<file path="config.mk">
export PLATFORM = sky130hd
export DESIGN_NAME = gp_bus_sequencer_flat
export DESIGN_NICKNAME = d
export VERILOG_FILES = /design/src/rtl/gp_bus_sequencer_if.sv /design/src/rtl/gp_bus_sequencer.sv /design/src/flat_wrapper.sv
export SDC_FILE = /design/constraint.sdc
export NUM_CORES = 1
export LEC_CHECK = 0
export BUFFER_PORTS_ARGS = -buffer_cell sky130_fd_sc_hd__buf_2
export CAP_MARGIN = 25
export CELL_PAD_IN_SITES_DETAIL_PLACEMENT = 2
export CELL_PAD_IN_SITES_GLOBAL_PLACEMENT = 2
export CORE_ASPECT_RATIO = 0.6
export CORE_MARGIN = 4
export CORE_UTILIZATION = 29
export DETAILED_ROUTE_END_ITERATION = 8
export GPL_ROUTABILITY_DRIVEN = 0
export GPL_TIMING_DRIVEN = 0
export PLACE_DENSITY_LB_ADDON = 0.1
export SYNTH_ARGS = -nofsm -noshare
export SYNTH_HDL_FRONTEND = slang
export SYNTH_SLANG_ARGS = --single-unit
</file>
<file path="constraint.sdc">
create_clock -name clock -period 4.7 [get_ports clock]
set_input_delay 1.41 -clock clock [delete_from_list [all_inputs] [get_ports clock]]
set_output_delay 1.41 -clock clock [all_outputs]
set_load 0.1 [all_outputs]
</file>
<file path="src/rtl/gp_bus_sequencer_if.sv">
// Command handshake and register-strobe bundle between a move issuer and gp_bus_sequencer.
// Active-low strobes follow the gp_register pin naming.
interface gp_bus_sequencer_if #(
  parameter int NREGS = 8,
  parameter int SELW  = 3
);
  logic             cmd_valid;
  logic             cmd_ready;
  logic [SELW-1:0]  cmd_src;
  logic             cmd_src_imm;
  logic [15:0]      cmd_imm;
  logic [SELW-1:0]  cmd_dst;
  logic [NREGS-1:0] reg_notOE;
  logic [NREGS-1:0] reg_notLoad;
  logic             imm_oe;
  logic [15:0]      imm_data;
  logic [15:0]      bus_in;
  logic [15:0]      rd_data;
  logic             done;
  logic             err;

  modport master (
    output cmd_valid, cmd_src, cmd_src_imm, cmd_imm, cmd_dst, bus_in,
    input  cmd_ready, reg_notOE, reg_notLoad, imm_oe, imm_data, rd_data, done, err
  );

  modport slave (
    input  cmd_valid, cmd_src, cmd_src_imm, cmd_imm, cmd_dst, bus_in,
    output cmd_ready, reg_notOE, reg_notLoad, imm_oe, imm_data, rd_data, done, err
  );
endinterface

</file>
<file path="src/rtl/gp_bus_sequencer.sv">
// Sequences one shared-bus move at a time: DRIVE (settle) -> LOAD (capture) -> RELEASE (turnaround).
// Every strobe is registered and derived from the next state, so it lines up with the state it belongs to.
module gp_bus_sequencer #(
  parameter int NREGS = 8,
  parameter int SELW  = 3
) (
  input  logic               clock,
  input  logic               reset,
  gp_bus_sequencer_if.slave  bus
);
  typedef enum logic [2:0] {IDLE, DRIVE, LOAD, RELEASE, ERR} state_t;

  typedef struct packed {
    logic [SELW-1:0] src;
    logic [SELW-1:0] dst;
    logic            src_imm;
  } cmd_t;

  state_t           state, state_nxt;
  cmd_t             cmd_q, cmd_nxt, cmd_in;
  logic             accept, bad;
  logic [NREGS-1:0] src_hot, dst_hot;
  logic [NREGS-1:0] notoe_nxt, notload_nxt, notoe_q, notload_q;
  logic             imm_oe_nxt, done_nxt, err_nxt;
  logic             imm_oe_q, done_q, err_q;
  logic [15:0]      imm_q, rd_q;

  assign bus.cmd_ready = (state == IDLE);
  assign accept        = bus.cmd_valid && (state == IDLE);
  assign cmd_in        = {bus.cmd_src, bus.cmd_dst, bus.cmd_src_imm};
  assign bad           = (int'(cmd_in.dst) >= NREGS) ||
                         (!cmd_in.src_imm && (int'(cmd_in.src) >= NREGS));

  always_comb begin
    state_nxt = state;
    cmd_nxt   = cmd_q;
    case (state)
      IDLE: if (accept) begin
        cmd_nxt   = cmd_in;
        state_nxt = bad ? ERR : DRIVE;
      end
      DRIVE:   state_nxt = LOAD;
      LOAD:    state_nxt = RELEASE;
      RELEASE: state_nxt = IDLE;
      ERR:     state_nxt = IDLE;
      default: state_nxt = IDLE;
    endcase
  end

  // One-hot selects for the command that will be in force next cycle
  for (genvar i = 0; i < NREGS; i++) begin : g_dec
    assign src_hot[i] = !cmd_nxt.src_imm && (int'(cmd_nxt.src) == i);
    assign dst_hot[i] = (int'(cmd_nxt.dst) == i);
  end

  always_comb begin
    notoe_nxt   = '1;
    notload_nxt = '1;
    imm_oe_nxt  = 1'b0;
    if (state_nxt == DRIVE || state_nxt == LOAD) begin
      notoe_nxt  = ~src_hot;
      imm_oe_nxt = cmd_nxt.src_imm;
    end
    if (state_nxt == LOAD) notload_nxt = ~dst_hot;
    done_nxt = (state_nxt == RELEASE);
    err_nxt  = (state_nxt == ERR);
  end

  always_ff @(posedge clock) begin
    if (reset) begin
      state     <= IDLE;
      cmd_q     <= '0;
      notoe_q   <= '1;
      notload_q <= '1;
      imm_oe_q  <= 1'b0;
      done_q    <= 1'b0;
      err_q     <= 1'b0;
      imm_q     <= '0;
      rd_q      <= '0;
    end else begin
      state     <= state_nxt;
      cmd_q     <= cmd_nxt;
      notoe_q   <= notoe_nxt;
      notload_q <= notload_nxt;
      imm_oe_q  <= imm_oe_nxt;
      done_q    <= done_nxt;
      err_q     <= err_nxt;
      if (accept && !bad && bus.cmd_src_imm) imm_q <= bus.cmd_imm;
      // Destination register captures on this same edge
      if (state == LOAD) rd_q <= bus.bus_in;
    end
  end

  assign bus.reg_notOE   = notoe_q;
  assign bus.reg_notLoad = notload_q;
  assign bus.imm_oe      = imm_oe_q;
  assign bus.imm_data    = imm_q;
  assign bus.rd_data     = rd_q;
  assign bus.done        = done_q;
  assign bus.err         = err_q;
endmodule

</file>
<file path="src/flat_wrapper.sv">
// flat-port wrapper written by rule: the top's interface ports become plain ports
module gp_bus_sequencer_flat 
#(
  parameter int NREGS = 8,
  parameter int SELW  = 3
)
  (clock, reset, bus_cmd_valid, bus_cmd_src, bus_cmd_src_imm, bus_cmd_imm, bus_cmd_dst, bus_bus_in, bus_cmd_ready, bus_reg_notOE, bus_reg_notLoad, bus_imm_oe, bus_imm_data, bus_rd_data, bus_done, bus_err);
  gp_bus_sequencer_if #(.NREGS(NREGS), .SELW(SELW)) bus_i ();
  input  logic clock;
  input  logic reset;
  input wire logic [$bits(bus_i.cmd_valid)-1:0] bus_cmd_valid;
  input wire logic [$bits(bus_i.cmd_src)-1:0] bus_cmd_src;
  input wire logic [$bits(bus_i.cmd_src_imm)-1:0] bus_cmd_src_imm;
  input wire logic [$bits(bus_i.cmd_imm)-1:0] bus_cmd_imm;
  input wire logic [$bits(bus_i.cmd_dst)-1:0] bus_cmd_dst;
  input wire logic [$bits(bus_i.bus_in)-1:0] bus_bus_in;
  output wire logic [$bits(bus_i.cmd_ready)-1:0] bus_cmd_ready;
  output wire logic [$bits(bus_i.reg_notOE)-1:0] bus_reg_notOE;
  output wire logic [$bits(bus_i.reg_notLoad)-1:0] bus_reg_notLoad;
  output wire logic [$bits(bus_i.imm_oe)-1:0] bus_imm_oe;
  output wire logic [$bits(bus_i.imm_data)-1:0] bus_imm_data;
  output wire logic [$bits(bus_i.rd_data)-1:0] bus_rd_data;
  output wire logic [$bits(bus_i.done)-1:0] bus_done;
  output wire logic [$bits(bus_i.err)-1:0] bus_err;
  assign bus_i.cmd_valid = bus_cmd_valid;
  assign bus_i.cmd_src = bus_cmd_src;
  assign bus_i.cmd_src_imm = bus_cmd_src_imm;
  assign bus_i.cmd_imm = bus_cmd_imm;
  assign bus_i.cmd_dst = bus_cmd_dst;
  assign bus_i.bus_in = bus_bus_in;
  assign bus_cmd_ready = bus_i.cmd_ready;
  assign bus_reg_notOE = bus_i.reg_notOE;
  assign bus_reg_notLoad = bus_i.reg_notLoad;
  assign bus_imm_oe = bus_i.imm_oe;
  assign bus_imm_data = bus_i.imm_data;
  assign bus_rd_data = bus_i.rd_data;
  assign bus_done = bus_i.done;
  assign bus_err = bus_i.err;
  gp_bus_sequencer #(.NREGS(NREGS), .SELW(SELW)) u_core (.clock(clock), .reset(reset), .bus(bus_i));
endmodule
</file>
Word level (Yosys, flattened, before mapping)
Index checks and enable logic that the tools add are counted.
{ "classes": {"reduce_logical": 17, "n_bitwise": 4, "muxes": 4, "n_div": 0, "magnitude_cmp": 0, "n_eq_ne": 20, "multipliers": 0, "n_shift": 0, "n_addsub": 0} }
{ "op_table": {"columns": ["operator", "n"], "rows": [
  ["3-bit == test, second input constant", 9],
  ["3-bit by 2-bit == test with 1-bit output, second input constant", 7],
  ["8-bit NOT", 2],
  ["7-bit 2-to-1 mux", 2],
  ["3-bit by 1-bit == test with 1-bit output, second input constant", 4],
  ["1-bit logical AND", 10],
  ["3-bit logical NOT", 3],
  ["3-bit case mux with 3 select lines", 1],
  ["2-bit OR reduction", 2],
  ["3-bit 2-to-1 mux", 1],
  ["1-bit NOT", 2],
  ["1-bit logical NOT", 1],
  ["1-bit logical OR", 1]
]} }
{ "word_totals": {"input_bits": 42, "mem_bits_rw": 0, "out_inout_bits": 52, "romBits": 0, "mem_count": 0, "regBits": 61, "latchBits": 0} }

Depth between registers and ports, before layout
{ "logic_depth": {"ltp_word": 8, "depth_mapped": 6} }

Worst setup path before layout
No wires, ideal clock.
{ "synth_timing": {"path_kind": "reg2out", "startpoint": "reg u_core.state[0]", "endpoint": "out bus_cmd_ready", "slack_ps": 703, "stages_incl_launch_ff": 3, "arrival_time_ps": 2587, "path_cell_list": "dfxtp_1 -> clkbuf_1 -> nor3_1"} }
{ "synth_via": {"elab_chain_len": 1} }
{ "synth_lines": {"columns": ["element", "line", "source"], "rows": [
  ["start, declared", "gp_bus_sequencer.sv:19", "state_t state, state_nxt;"],
  ["start signal, assigned", "gp_bus_sequencer.sv:81", "state <= state_nxt;"],
  ["3-bit logical NOT", "gp_bus_sequencer.sv:28", "assign bus.cmd_ready = (state == IDLE);"],
  ["end, declared", "flat_wrapper.sv:17", "output wire logic [$bits(bus_i.cmd_ready)-1:0] bus_cmd_ready;"]
]} }
No other way between the ends.

Worst setup path after layout
Same ends and word-level chain as after synthesis.

==> impl_table.tex <==
\begin{tabular}{lr}
\hline
Metric & Value \\
\hline
\multicolumn{2}{l}{\textbf{Floorplan}} \\
\quad Core Region & 7357 sq um \\
\quad Initial cell density of the core & 0.3017 \\
\quad Die X-Extent & 120.9 um \\
\quad Area enclosed by the die boundary & around 9000 sq um \\
\quad Number of primary I/O pins & between 90 and 100 \\
\quad Die Span Y & $\sim$76 um \\
\quad Num rows & 24 \\
\multicolumn{2}{l}{\textbf{GRT}} \\
\quad Wire length of the first global-routing pass & between 10 and 15 mm \\
\quad Initial antenna violation count & 0 \\
\quad Pin count of the biggest net entering global routing & 12 \\
\quad Global router's overall resource usage & 0.1548 \\
\quad GRT Residual Overflow & 0 \\
\quad Via count of the first global-routing pass & between 2000 and 2500 \\
\multicolumn{2}{l}{\textbf{Run status}} \\
\quad Run status & finished, final reports clean \\
\multicolumn{2}{l}{\textbf{Yosys}} \\
\quad Post-Syn Area & about 2200 sq um \\
\quad Portion of the post-synthesis area used by sequential elements & 0.5502 \\
\quad Cell variety after synth & 28 \\
\quad Count of warnings emitted by yosys & 0 \\
\quad Number of cells produced by synthesis & 214 \\
\quad Average cell area after synthesis & approximately 10 sq um \\
\quad Synth Register Bits & just over 60 \\
\multicolumn{2}{l}{\textbf{STA}} \\
\quad Maximum clock frequency & 336.7 MHz \\
\quad Post-Route Setup TNS & 0 ns \\
\quad Final hold violation count & 0 \\
\quad Slew margin rel. & 0.3245 \\
\quad Number of max-slew violations in the final report & 0 \\
\quad Transition time of the tightest slew-check pin & between 1 and 1.5 ns \\
\quad Unrepaired setup endpoints after global routing & no \\
\quad Clock tree skew after final layout & 0.01259 ns \\
\quad Crit share post-route & 0.6318 \\
\quad Setup-violating endpoint count in the final report & 0 \\
\quad Fin crit period & between 2 and 3 ns \\
\multicolumn{2}{l}{\textbf{Placement}} \\
\quad \# port buffers & 91 \\
\quad Cell count after placement & roughly 400 \\
\quad HPWL after detailed placement & between 5 and 6 mm \\
\multicolumn{2}{l}{\textbf{Setup path}} \\
\quad Endpoint kind of the worst setup timing path & output port \\
\quad Buf+Inv Stages, Crit Path & 2 \\
\quad Maximum single-stage delay on the critical path & 0.45 ns \\
\quad Beginning of the worst register-to-register path & u\_core.state[1] \\
\quad Worst path arrival time & about 1.6 ns \\
\quad Critical path type & flip-flop to output port \\
\quad Reg-to-reg endpoint & u\_core.bus.imm\_data[12] \\
\quad CP Data Required Time & $\sim$3.3 ns \\
\quad Startpoint Class & flip-flop \\
\quad Worst reg-to-reg path cell count & 5 \\
\quad Crit Path Max Fanout & 10 \\
\quad Cell with the largest stage delay on the worst path & sky130\_fd\_sc\_hd\_\_buf\_2 \\
\quad Series of cell instances along the critical path & clkbuf\_1, nor3\_1, buf\_2 \\
\quad FF-to-FF setup slack & 2.67 ns \\
\quad Crit path max-delay family & buffers and inverters \\
\multicolumn{2}{l}{\textbf{Clock tree}} \\
\quad Worst-skew pair later-pin latency & between 0.3 and 0.4 ns \\
\quad Post-cts resize count & 0 \\
\quad Clock slew at the register clock pins of the worst setup and hold paths & approximately 0.05 ns \\
\quad Number of sinks on the clock net & between 60 and 70 \\
\quad Hold-fix buffers at CTS & 0 \\
\quad Number of H-tree branching levels & 3 \\
\quad Cell chosen for the clock root & sky130\_fd\_sc\_hd\_\_clkbuf\_16 \\
\quad Number of clock buffers inserted by TritonCTS & 9 \\
\quad Maximum buffer depth of the clock tree & 2 \\
\quad CTS tree & yes \\
\quad Post-CTS setup buffers & 0 \\
\multicolumn{2}{l}{\textbf{Layout}} \\
\quad Share of final-layout standard cells stronger than drive strength 1 & 0.3913 \\
\quad Final layout net count & $\sim$360 \\
\quad Final standard cell count with taps included and fillers excluded & between 400 and 500 \\
\quad Number of antenna diodes & 0 \\
\quad Post-synthesis to final-layout area growth & 39.12\% \\
\multicolumn{2}{l}{\textbf{Min path}} \\
\quad Worst Hold Path EP & u\_core.bus.imm\_data[9] \\
\quad Type of the most critical hold path & flip-flop to flip-flop \\
\quad Start point of the worst hold path & u\_core.bus.imm\_data[9] \\
\quad Count of cells along the worst hold path & 2 \\
\multicolumn{2}{l}{\textbf{Flow run}} \\
\quad Number of maximum-capacitance constraint violations & 0 \\
\multicolumn{2}{l}{\textbf{Power}} \\
\quad Leakage dissipation & about 1.3 nW \\
\quad Worst IR drop on VDD & roughly 0.00019 V \\
\quad Power per Cell Area & 422.3 nW/um\^{}2 \\
\multicolumn{2}{l}{\textbf{Route}} \\
\quad Number of vias per cell & 4.566 \\
\quad Routed wire length per instance & about 16 um \\
\quad Routed via count & $\sim$1900 \\
\quad DRC & 0 \\
\quad Total length of routed wires & around 7 mm \\
\quad Remaining antenna violation count & 0 \\
\quad Iteration count of the initial detailed-routing pass & 4 \\
\quad DR iter-0 viols & 126 \\
\hline
\end{tabular}
[cell usage in the layout (no fill, tap or decap), types with 3 or more instances in the layout]
cell type	netlist	routed
sky130_fd_sc_hd__buf_2	3	94
sky130_fd_sc_hd__nand3_1	18	18
sky130_fd_sc_hd__o21ai_0	16	16
sky130_fd_sc_hd__nor2_1	24	24
sky130_fd_sc_hd__mux2i_4	5	5
sky130_fd_sc_hd__clkbuf_1	10	11
sky130_fd_sc_hd__nor3_1	4	4
sky130_fd_sc_hd__nand3b_1	5	5
sky130_fd_sc_hd__clkinvlp_4	0	3
sky130_fd_sc_hd__dfxtp_1	61	61
sky130_fd_sc_hd__mux2i_1	16	16
sky130_fd_sc_hd__or3b_2	3	3
sky130_fd_sc_hd__a21oi_1	20	20
sky130_fd_sc_hd__nand2_1	5	5
sky130_fd_sc_hd__nand4_1	8	8
sky130_fd_sc_hd__clkbuf_16	0	9
[layer usage]
metal	wire (um)	up-vias	GRT usage
met2	3235	59	0.2608
met3	517	6	0.05861
li1	-	950	-
met1	3095	930	0.1883
met5	0	-	0
met4	46	0	0.04523
[state kept, by name (all words and copies together), names as in the netlist]
signal / flops
u_core.bus.done: 1
u_core.bus.reg_notLoad: 8
u_core.bus.imm_oe: 1
u_core.bus.err: 1
u_core.bus.rd_data: 16
u_core.state: 3
u_core.cmd_q: 7
u_core.bus.imm_data: 16
u_core.bus.reg_notOE: 8
[worst min-delay path, cell delays in order, from the launching register on]
cell	delay [ns]
sky130_fd_sc_hd__dfxtp_1	0.30
sky130_fd_sc_hd__o21ai_0	0.06
sky130_fd_sc_hd__a21oi_1	0.06
[report_power, final]
group / switching (mW) / leakage [nW] / internal, mW
clock: 0.240 / 0.128 / 0.371
sequential: 0.00762 / 0.495 / 0.529
combinational: 0.113 / 0.637 / 0.0435
[worst max path at each step]
stage	from	end	slack (ns)	depth (start not counted)
2_1_floorplan	u_core.state[0]	bus_cmd_ready	0.70	2
3_3_place_gp	bus_cmd_valid	u_core.bus.imm_data[12]	1.66	5
3_5_place_dp	bus_cmd_valid	u_core.bus.imm_data[11]	1.62	5
4_1_cts	u_core.state[0]	bus_cmd_ready	1.71	3
5_1_grt	u_core.state[0]	bus_cmd_ready	1.59	3
6_report	u_core.state[0]	bus_cmd_ready	1.73	3
[cells in the mapped netlist]
library cell / number / area (sq um)
sky130_fd_sc_hd__nand2b_1: 1 / 6.260
sky130_fd_sc_hd__dfxtp_1: 61 / 1221
sky130_fd_sc_hd__nor3b_2: 1 / 12.51
sky130_fd_sc_hd__a21oi_1: 20 / 100.1
sky130_fd_sc_hd__nor3b_1: 1 / 7.510
sky130_fd_sc_hd__nor4b_2: 1 / 15.01
sky130_fd_sc_hd__nor3_1: 4 / 20.02
sky130_fd_sc_hd__mux2i_1: 16 / 160.2
sky130_fd_sc_hd__or3_4: 1 / 11.26
sky130_fd_sc_hd__buf_6: 2 / 22.52
sky130_fd_sc_hd__nor2_1: 24 / 90.09
sky130_fd_sc_hd__clkbuf_1: 10 / 37.54
sky130_fd_sc_hd__nand3b_1: 5 / 37.54
sky130_fd_sc_hd__inv_1: 1 / 3.750
sky130_fd_sc_hd__or4b_4: 1 / 13.76
sky130_fd_sc_hd__or3b_2: 3 / 26.28
sky130_fd_sc_hd__nand3_1: 18 / 90.09
sky130_fd_sc_hd__buf_2: 3 / 15.01
sky130_fd_sc_hd__o21ai_0: 16 / 80.08
sky130_fd_sc_hd__buf_12: 1 / 20.02
sky130_fd_sc_hd__and3_1: 1 / 6.260
sky130_fd_sc_hd__mux2i_4: 5 / 112.6
sky130_fd_sc_hd__nand2_1: 5 / 18.77
sky130_fd_sc_hd__conb_1: 1 / 3.750
sky130_fd_sc_hd__nor2b_1: 1 / 6.260
sky130_fd_sc_hd__xnor2_1: 1 / 8.760
sky130_fd_sc_hd__mux2_2: 2 / 22.52
sky130_fd_sc_hd__nand4_1: 8 / 50.05
[through the flow]
stage	util	hold WS (ns)	setup slack (ns)	total power, mW	instance area, sq um
6_report	0.4197	0.4757	1.730	1.304	3088
5_1_grt	0.4197	0.5052	1.587	1.359	3088
4_1_cts	0.4197	0.4837	1.712	1.321	3088
3_5_place_dp	0.3818	0.4750	1.620	0.7055	2809
3_3_place_gp	0.3818	0.4587	1.659	0.7020	2809
2_1_floorplan	-	0.4445	0.7034	0.6606	2223
[cells by family after synthesis]
logic type | share of synthesized area
xor+xnor | 0.003947
mux | 0.1330
flops | 0.5502
simple gates | 0.1855
other cells | 0.001689
compound gates | 0.08118
buf+inv | 0.04453
[final cells by class]
class	count	area (sq um)
repair buffers	91	455.4
fillers	809	4269
well taps	104	130.1
plain buffers	16	95.09
clock inverters	5	36.28
clock buffers	11	242.7
flip-flops and latches	61	1221
multi-input cells	137	903.4
inverters	1	3.754
(Power assumes the default switching activity.)
